$ cat src/rtl/lsu.sv
`default_nettype none
// ============================================================================
// Module   : lsu
// Purpose  : Load/store unit for the memory stage. Accepts one access at a
//            time, checks alignment and funct3 legality, drives a
//            single-outstanding req/gnt/rvalid bus with byte enables and
//            lane-replicated store data, and sign/zero extends load data.
// Ports    : i_clk, i_rst_n          clock, synchronous active-low reset
//            i_valid/i_mem_re/i_mem_we/i_funct3/i_addr/i_wdata
//                                     memory-stage instruction
//            o_stall                 hold the pipeline
//            o_rdata/o_rdata_valid   extended load result and its pulse
//            o_misaligned            misaligned access, no bus traffic
//            o_bus_*/i_bus_*         request/grant/rvalid data bus
// Revision : 1.0 - initial release
// ============================================================================
module lsu #(
    parameter int XLEN = 32
) (
    input  logic            i_clk,
    input  logic            i_rst_n,
    input  logic            i_valid,
    input  logic            i_mem_re,
    input  logic            i_mem_we,
    input  logic [2:0]      i_funct3,
    input  logic [XLEN-1:0] i_addr,
    input  logic [XLEN-1:0] i_wdata,
    output logic            o_stall,
    output logic [XLEN-1:0] o_rdata,
    output logic            o_rdata_valid,
    output logic            o_misaligned,
    output logic            o_bus_req,
    input  logic            i_bus_gnt,
    output logic            o_bus_we,
    output logic [XLEN-1:0] o_bus_addr,
    output logic [3:0]      o_bus_be,
    output logic [XLEN-1:0] o_bus_wdata,
    input  logic            i_bus_rvalid,
    input  logic [XLEN-1:0] i_bus_rdata
);

    typedef enum logic [1:0] {
        ST_IDLE = 2'd0,
        ST_REQ  = 2'd1,
        ST_WAIT = 2'd2,
        ST_DONE = 2'd3
    } state_t;

    state_t          state;
    logic [1:0]      off;
    logic [2:0]      funct3_q;

    logic            access;
    logic            legal;
    logic            misaligned;
    logic            accept;
    logic [3:0]      be_next;
    logic [XLEN-1:0] wdata_next;
    logic [XLEN-1:0] shifted;
    logic [XLEN-1:0] load_ext;

    assign access = i_valid & (i_mem_re | i_mem_we);

    // A store wins when both control bits are set, so legality follows we.
    always_comb begin
        legal = 1'b0;
        if (i_mem_we) begin
            legal = (i_funct3 == 3'b000) || (i_funct3 == 3'b001) || (i_funct3 == 3'b010);
        end else begin
            legal = (i_funct3 == 3'b000) || (i_funct3 == 3'b001) || (i_funct3 == 3'b010) ||
                    (i_funct3 == 3'b100) || (i_funct3 == 3'b101);
        end
    end

    always_comb begin
        misaligned = 1'b0;
        case (i_funct3[1:0])
            2'b01:   misaligned = i_addr[0];
            2'b10:   misaligned = (i_addr[1:0] != 2'b00);
            default: misaligned = 1'b0;
        endcase
    end

    assign accept       = (state == ST_IDLE) & access & legal & ~misaligned;
    assign o_misaligned = (state == ST_IDLE) & access & legal & misaligned;
    assign o_stall      = accept | (state == ST_REQ) | (state == ST_WAIT);

    always_comb begin
        be_next    = 4'b1111;
        wdata_next = i_wdata;
        case (i_funct3[1:0])
            2'b00: begin
                be_next    = 4'b0001 << i_addr[1:0];
                wdata_next = {4{i_wdata[7:0]}};
            end
            2'b01: begin
                be_next    = 4'b0011 << i_addr[1:0];
                wdata_next = {2{i_wdata[15:0]}};
            end
            default: begin
                be_next    = 4'b1111;
                wdata_next = i_wdata;
            end
        endcase
        if (!i_mem_we) begin
            wdata_next = '0;
        end
    end

    // Move the addressed lane down to bit 0, then extend by size/sign.
    assign shifted = i_bus_rdata >> {off, 3'b000};

    always_comb begin
        load_ext = shifted;
        case (funct3_q)
            3'b000:  load_ext = {{24{shifted[7]}}, shifted[7:0]};
            3'b100:  load_ext = {24'b0, shifted[7:0]};
            3'b001:  load_ext = {{16{shifted[15]}}, shifted[15:0]};
            3'b101:  load_ext = {16'b0, shifted[15:0]};
            default: load_ext = shifted;
        endcase
    end

    always_ff @(posedge i_clk) begin
        if (!i_rst_n) begin
            state         <= ST_IDLE;
            off           <= 2'b00;
            funct3_q      <= 3'b000;
            o_bus_req     <= 1'b0;
            o_bus_we      <= 1'b0;
            o_bus_addr    <= '0;
            o_bus_be      <= 4'b0000;
            o_bus_wdata   <= '0;
            o_rdata       <= '0;
            o_rdata_valid <= 1'b0;
        end else begin
            o_rdata_valid <= 1'b0;
            case (state)
                ST_IDLE: begin
                    if (accept) begin
                        state       <= ST_REQ;
                        off         <= i_addr[1:0];
                        funct3_q    <= i_funct3;
                        o_bus_req   <= 1'b1;
                        o_bus_we    <= i_mem_we;
                        o_bus_addr  <= {i_addr[XLEN-1:2], 2'b00};
                        o_bus_be    <= be_next;
                        o_bus_wdata <= wdata_next;
                    end
                end
                ST_REQ: begin
                    if (i_bus_gnt) begin
                        o_bus_req <= 1'b0;
                        state     <= o_bus_we ? ST_DONE : ST_WAIT;
                    end
                end
                ST_WAIT: begin
                    if (i_bus_rvalid) begin
                        o_rdata       <= load_ext;
                        o_rdata_valid <= 1'b1;
                        state         <= ST_DONE;
                    end
                end
                default: begin
                    // The same instruction is still presented here; it must
                    // not be accepted a second time.
                    state <= ST_IDLE;
                end
            endcase
        end
    end

endmodule
`default_nettype wire

$ cat config.mk
export PLATFORM = sky130hd
export DESIGN_NAME = lsu
export DESIGN_NICKNAME = d
export VERILOG_FILES = /design/src/rtl/lsu.sv
export SDC_FILE = /design/constraint.sdc
export NUM_CORES = 1
export LEC_CHECK = 0
export CELL_PAD_IN_SITES_DETAIL_PLACEMENT = 1
export CELL_PAD_IN_SITES_GLOBAL_PLACEMENT = 1
export CORE_UTILIZATION = 28
export CTS_CLUSTER_DIAMETER = 80
export DETAILED_ROUTE_END_ITERATION = 10
export PLACE_DENSITY_LB_ADDON = 0.25
export REMOVE_ABC_BUFFERS = 1
export SLEW_MARGIN = 20
export SYNTH_ARGS = -nofsm -noshare
export SYNTH_HDL_FRONTEND = slang
export SYNTH_SLANG_ARGS = --single-unit
$ cat constraint.sdc
create_clock -name i_clk -period 2.45 [get_ports i_clk]
set_input_delay 0.6125 -clock i_clk [delete_from_list [all_inputs] [get_ports i_clk]]
set_output_delay 0.6125 -clock i_clk [all_outputs]
set_load 0.01 [all_outputs]
==> results of run 1 <==
==> per-stage QoR <==
stage                util  worst slack [ns]  hold WS (ns)  TNS, ns  instance area, sq um
floorplan               -             -2.90         0.468  -156.97                  4850
global placement    0.425            -0.834         0.443   -30.58                  7630
detailed placement  0.425            -0.971         0.458   -40.00                  7630
CTS                 0.448           0.00249         0.469        0                  8040
global route        0.450           0.00215         0.487        0                  8080
finish              0.450            0.0481         0.466        0                  8080
==> layout by cell type (no fill, tap or decap), types with 4 or more instances in the layout <==
cell type	n
sky130_fd_sc_hd__o211ai_1	7
sky130_fd_sc_hd__clkdlybuf4s50_1	198
sky130_fd_sc_hd__o2bb2ai_1	7
sky130_fd_sc_hd__buf_4	45
sky130_fd_sc_hd__mux2i_1	16
sky130_fd_sc_hd__inv_1	6
sky130_fd_sc_hd__nor2_1	28
sky130_fd_sc_hd__buf_6	4
sky130_fd_sc_hd__nand3_1	35
sky130_fd_sc_hd__clkbuf_16	9
sky130_fd_sc_hd__nand4_1	17
sky130_fd_sc_hd__a21oi_1	118
sky130_fd_sc_hd__o211a_1	4
sky130_fd_sc_hd__dlygate4sd2_1	4
sky130_fd_sc_hd__dfxtp_1	106
sky130_fd_sc_hd__or4_1	16
sky130_fd_sc_hd__nor2b_1	4
sky130_fd_sc_hd__a22o_1	8
sky130_fd_sc_hd__mux2_2	18
sky130_fd_sc_hd__o21ai_0	102
sky130_fd_sc_hd__buf_12	4
sky130_fd_sc_hd__nand2_1	22
==> per-layer routing <==
| layer | GRT usage | up-vias | routed length [um] |
|---|---|---|---|
| li1 | - | 2677 | - |
| met1 | 0.252 | 2708 | 8360 |
| met2 | 0.364 | 173 | 9750 |
| met3 | 0.0695 | 34 | 1460 |
| met4 | 0.0867 | 0 | 539 |
| met5 | 0 | - | 0 |
==> critical path: cells and delay by family <==
family,cells,cell delay (ns)
buffers and inverters,3,0.30
adders and majority gates,1,0.16
AOI/OAI and AO/OA,2,0.33
and+or+nand+nor,2,0.37
==> kinds of logic after synthesis <==
family / after synthesis / share of synthesized area
AO/OA/AOI/OAI: 261 / 0.281
AND/OR/NAND/NOR: 136 / 0.136
flip-flops: 108 / 0.421
buffers and inverters: 74 / 0.0633
multiplexers: 37 / 0.0815
adder cells (fa/ha/maj): 7 / 0.0170
other: 1 / 0.000729
==> worst max-delay path by stage <==
stage                            endpoint   startpoint  slack, ns
detailed placement                o_stall  i_funct3[0]      -0.97
global placement                  o_stall  i_funct3[1]      -0.83
finish                            o_stall  i_funct3[1]       0.05
global route                      o_stall  i_funct3[0]      0.002
floorplan           state[0]$_SDFFE_PN0P_  i_funct3[1]      -2.90
CTS                               o_stall  i_funct3[1]      0.002
==> final cells by class <==
class / count / area share
multi-input cells: 443 / 0.344
repair buffers: 257 / 0.309
flip-flops and latches: 108 / 0.268
well taps: 229 / 0.0354
clock buffers: 10 / 0.0283
clock inverters: 6 / 0.00898
inverters: 9 / 0.00573
diodes: 3 / 0.000929
==> registers in the layout, summed over array words and instances, names as in the netlist <==
signal and count:
off 2, funct3_q 3, o_bus_we 1, o_rdata 32, o_rdata_valid 1, o_bus_addr 30
o_bus_be 4, o_bus_req 1, o_bus_wdata 32, state 2
==> report_power, final <==
part	internal [mW]	switching (mW)	leakage, nW
sequential	1.87	0.0735	0.874
combinational	0.669	0.647	1.84
clock	0.804	0.712	0.143
==> what timing repair did <==
item,in CTS,in global routing
buffers inserted,4,0
hold buffers,0,0
endpoints found under the setup margin,77,2
resized for setup,50,13
pin swaps,8,5
==> out/metrics.sh, run 1 <==
STATUS='finished, final reports clean'
LAYOUT-AREA-OVERHEAD-VS-SYNTH_PCT=57.2
WORSTPATHREQUIRED_NS=1.84
SETUP.REG_TO_REG.WORST_SLACK_NS=0.31
GPL_WTD_CONG=0.800
MAX-SLEW-MARGIN-REL=0.492
SYNTH_CELLS=624
INITIAL_UTILIZATION=0.286
DIE_WIDTH_UM=138
TOTAL_LEAKAGE_POWER_nW=2.86
DPL.HPWL_UM=14300
WORSTPATHARRIVAL_NS=1.79
WORSTPATHMAXFANOUT=4
CRIT_CHAIN='buf_6 -> inv_6 -> ha_4 -> o21a_1 -> o21a_4 -> nor2_4 -> or3_4 -> buf_6'
CRITICAL_PATH.REG2REG.STARTPOINT='state[1]$_SDFFE_PN0P_'
FIRST_ITER_VIOLATIONS=258
REGAREA_SQ_MM=0.00216
FIN_TOTAL_PWR_mW=4.78
YS_SEQ_AREA_FRAC=0.421
SYNTH_MOST_COMMON_CELL='sky130_fd_sc_hd__a21oi_1'
CTS.CLK_SLEW.WORST_PATHS_NS=0.07
TOTALWIRELENGTH_UM=20100
CLOCK.FMAX_GHz=0.416
CTS.PATH.MAX_BUFFERS=2
ANTENNA_FOUND_INITIAL=3
CTS_NUM_SINKS=108
SYNTH_CELL_TYPE_COUNT=42
MULTIINPUTGATEAREA_SQ_MM=0.00278
YOSYS.AREA.TOP_TYPE_SHARE=0.421
GRT_UTIL_ALL_LAYERS=0.216
HOLDPATHSTAGES=2
SYNTH_ENABLE_FLOP_CELLS=0
SYNTH_SEQ_CELLS=108
SLEW_VIOLATIONS=0
NETS=941
HOLDPATHEND='o_rdata[2]$_SDFFE_PN0P_'
CELLPOWERDENSITY_mW_PER_MM2=591
HP-CLASS='reg2reg'
GRT_PASS1_VIAS=5919
RSZ0062_AT_GRT='false'
CPMAXSTAGEDELAYCELL='sky130_fd_sc_hd__or3_4'
CORE_SQ_MM=0.0180
CLOCK_TREE.ROOT_CELL='sky130_fd_sc_hd__clkbuf_16'
IO_PINS=211
FINAL-HOLD-VIOLATION-COUNT=0
DIE_HEIGHT_UM=138
REMAINING_DRC_ERRORS=0
SYNTH.AREA.TOP_CELLS='sky130_fd_sc_hd__dfxtp_1 (42%), sky130_fd_sc_hd__a21oi_1 (11%), sky130_fd_sc_hd__o21ai_0 (9.9%)'
FINAL.MIN_CLOCK_PERIOD_NS=2.40
FINAL_LAYOUT_SIZE_SUFFIX_GT1_FRAC=0.134
PLACED_CELLS_INCL_TAPS=1042
FINALCRITPERIODSHARE=0.980
CRITPATHLAUNCHTYPE='primary input'
SETUP-VIOLATIONS-FINAL=0
WORSTSKEWPAIRLATENCY_NS=0.37
FINALCLOCKSKEW_NS=0.0107
LAYOUTNONFILLERINSTCOUNT=1065
YOSYS.AREA.TOP_TYPE='sky130_fd_sc_hd__dfxtp_1'
POSTSYNTH.ASYNCRESETSHARE=0
NUM_ROWS=49
SLEW_WORST_PIN_NS=0.762
NUMCTSBUFFERS=9
YOSYS_WARNINGS=0
DIE_AREA_SQ_MM=0.0189
WORST_SETUP_PATH_END_KIND='output pin'
CRITICAL_PATH_CLASS='in2out'
FILL_CELLS=2108
POST_SYNTH_INSTANCE_AREA_SQ_MM=0.00514
GRT_OVERFLOW=0
DRT.ANTENNA.VIOLATING_NETS=0
POSTSYNTHAREAPERCELL_SQ_UM=8.24
HOLD_START='o_rdata[2]$_SDFFE_PN0P_'
IO_BUFFERS=208
DETAILROUTE.VIA_COUNT=5592
LARGEST_NET_DEGREE_AT_THE_START_OF_GLOBAL_ROUTING=86
CTS_TREE='done'
VDD_IR_DROP_MAX_uV=377
FF2FF_PATH_DEPTH=9
ROUTEDWLPERCELL_UM=18.9
TIMING.RR.END='o_bus_wdata[24]$_SDFFE_PN0P_'
SYNTH_FLOP_CELL='sky130_fd_sc_hd__dfxtp_1'
SYNTH.TOP_CELLS.BY_COUNT='sky130_fd_sc_hd__a21oi_1 (118), sky130_fd_sc_hd__dfxtp_1 (108), sky130_fd_sc_hd__o21ai_0 (102)'
CRITICAL_PATH.MAX_STAGE_DELAY_NS=0.33
DR_VIAS_CELL=5.25
CTS_MAX_LEVEL=3
GRT_PASS1_WL_UM=31400
WORST_PATH_MOST_REPEATED_CELL='sky130_fd_sc_hd__buf_6'
DRT-PASS1-ITER-COUNT=4
MAX-CAP-VIOLATIONS=0
No activity file was read; power rests on OpenSTA's default activity.
==> run 2, diff against run 1 <==
Settings changed: SKIP_CTS_REPAIR_TIMING from default to 1.
==> out/metrics.sh, run 2 (same netlist as run 1, synthesis figures left out) <==
STATUS='finished with violations'
VIOLATED_CHECKS='setup timing'
TOTALWIRELENGTH_UM=20200
NUM_ROWS=49
SLEW_WORST_PIN_NS=0.753
IO_BUFFERS=208
NUMCTSBUFFERS=9
SETUP-VIOLATIONS-FINAL=1
IO_PINS=211
INITIAL_UTILIZATION=0.286
CRIT_START='i_funct3[1]'
RSZ0062_AT_GRT='true'
WORSTPATHMAXFANOUT=4
FINAL.MIN_CLOCK_PERIOD_NS=2.46
FINAL_CORE_UTIL=0.451
CLOCK_TREE.ROOT_CELL='sky130_fd_sc_hd__clkbuf_16'
CRITPATHLAUNCHTYPE='primary input'
LARGEST_NET_DEGREE_AT_THE_START_OF_GLOBAL_ROUTING=86
GRT_UTIL_ALL_LAYERS=0.215
WORSTSKEWPAIRLATENCY_NS=0.36
FILL_CELLS=2097
CTS.PATH.MAX_BUFFERS=2
CELLPOWERDENSITY_mW_PER_MM2=589
FINALCLOCKSKEW_NS=0.0102
ANTENNA_FOUND_INITIAL=3
SLEW_VIOLATIONS=0
HOLD_START='o_rdata[2]$_SDFFE_PN0P_'
CLOCK.FMAX_GHz=0.406
DETAILROUTE.VIA_COUNT=5609
DIE_HEIGHT_UM=138
LARGESTREGISTERS='o_bus_wdata x32, o_rdata x32, o_bus_addr x30'
WORSTPATHARRIVAL_NS=1.85
CRITICAL_PATH_CLASS='in2out'
SETUP_WS_NS=-0.0121
ROUTEDWLPERCELL_UM=19.0
CTS_TREE='done'
FINAL_LAYOUT_SIZE_SUFFIX_GT1_FRAC=0.131
CORE_SQ_MM=0.0180
DPL.HPWL_UM=14300
GRT_PASS1_VIAS=5856
FIRST_ITER_VIOLATIONS=198
CTS_NUM_SINKS=108
CRITICAL_PATH.REG2REG.STARTPOINT='state[1]$_SDFFE_PN0P_'
LAYOUT.CELLS.MOST_COMMON_LIST='sky130_fd_sc_hd__clkdlybuf4s50_1 (198), sky130_fd_sc_hd__a21oi_1 (118), sky130_fd_sc_hd__dfxtp_1 (107)'
NETS=941
LAYOUT-AREA-OVERHEAD-VS-SYNTH_PCT=57.7
DIE_AREA_SQ_MM=0.0189
MOSTFREQUENTLAYOUTCELL='sky130_fd_sc_hd__clkdlybuf4s50_1'
WORSTPATHREQUIRED_NS=1.84
DIE_WIDTH_UM=138
MAX-SLEW-MARGIN-REL=0.498
TOTAL_LEAKAGE_POWER_nW=2.91
WORST_SETUP_PATH_END_KIND='output pin'
GPL_WTD_CONG=0.800
VDD_IR_DROP_MAX_uV=369
DRT.ANTENNA.VIOLATING_NETS=0
CTS.CLK_SLEW.WORST_PATHS_NS=0.08
DETAILEDPLACE.WORSTSLACK_NS=-0.971
HP-CLASS='reg2reg'
MAX-CAP-VIOLATIONS=0
FINALCRITPERIODSHARE=1.00
FIN_TOTAL_PWR_mW=4.77
GRT_PASS1_WL_UM=31200
FINAL-HOLD-VIOLATION-COUNT=0
DR_VIAS_CELL=5.27
CTS_MAX_LEVEL=3
GRT_OVERFLOW=0
DRT-PASS1-ITER-COUNT=4
REMAINING_DRC_ERRORS=0
==> run 2: final timing paths <==
| check | to | slack, ns | depth (start not counted) |
|---|---|---|---|
| setup / recovery | o_stall | -0.01 | 8 |
| setup reg to reg | o_bus_wdata[24]$_SDFFE_PN0P_ | 0.40 | 8 |
| hold reg to reg | o_rdata[2]$_SDFFE_PN0P_ | 0.47 | 2 |
| hold / removal | o_rdata[2]$_SDFFE_PN0P_ | 0.47 | 2 |
==> run 2: area by class of cell <==
type / count / area [sq um] / share of cell area
Multi-Input combinational cell: 443 / 2770 / 0.342
Timing Repair Buffer: 257 / 2530 / 0.312
Sequential cell: 108 / 2160 / 0.267
Tap cell: 229 / 287 / 0.0353
Clock buffer: 10 / 229 / 0.0282
Clock inverter: 6 / 72.6 / 0.00895
Inverter: 9 / 43.8 / 0.00540
Antenna cell: 3 / 7.51 / 0.000926
==> run 2: metal layers <==
| metal | vias to the layer above | track usage | wire [um] |
|---|---|---|---|
| met5 | - | 0 | 0 |
| met4 | 0 | 0.0794 | 589 |
| met3 | 36 | 0.0681 | 1300 |
| met2 | 154 | 0.363 | 9870 |
| met1 | 2732 | 0.253 | 8460 |
| li1 | 2687 | - | - |
==> run 2: stage by stage <==
stage               instance area, sq um  TNS [ns]  hold slack [ns]  cells
floorplan                           4850   -156.97            0.468    560
global placement                    7630    -30.58            0.443   1042
detailed placement                  7630    -40.00            0.458   1042
CTS                                 7930    -12.87            0.469   1058
global route                        8110   -0.0403            0.487   1065
finish                              8110   -0.0121            0.466   1065
==> run 2: report_power, final <==
group          internal, mW  total (mW)  switching [mW]
sequential             1.87        1.94          0.0737
combinational         0.663        1.31           0.645
clock                 0.804        1.52           0.715
==> run 2: worst max-delay path, stage by stage <==
cell	delay, ns
sky130_fd_sc_hd__buf_4	0.14
sky130_fd_sc_hd__inv_4	0.08
sky130_fd_sc_hd__ha_4	0.17
sky130_fd_sc_hd__o21a_1	0.16
sky130_fd_sc_hd__o21a_2	0.18
sky130_fd_sc_hd__nor2_4	0.04
sky130_fd_sc_hd__or3_4	0.33
sky130_fd_sc_hd__buf_6	0.13
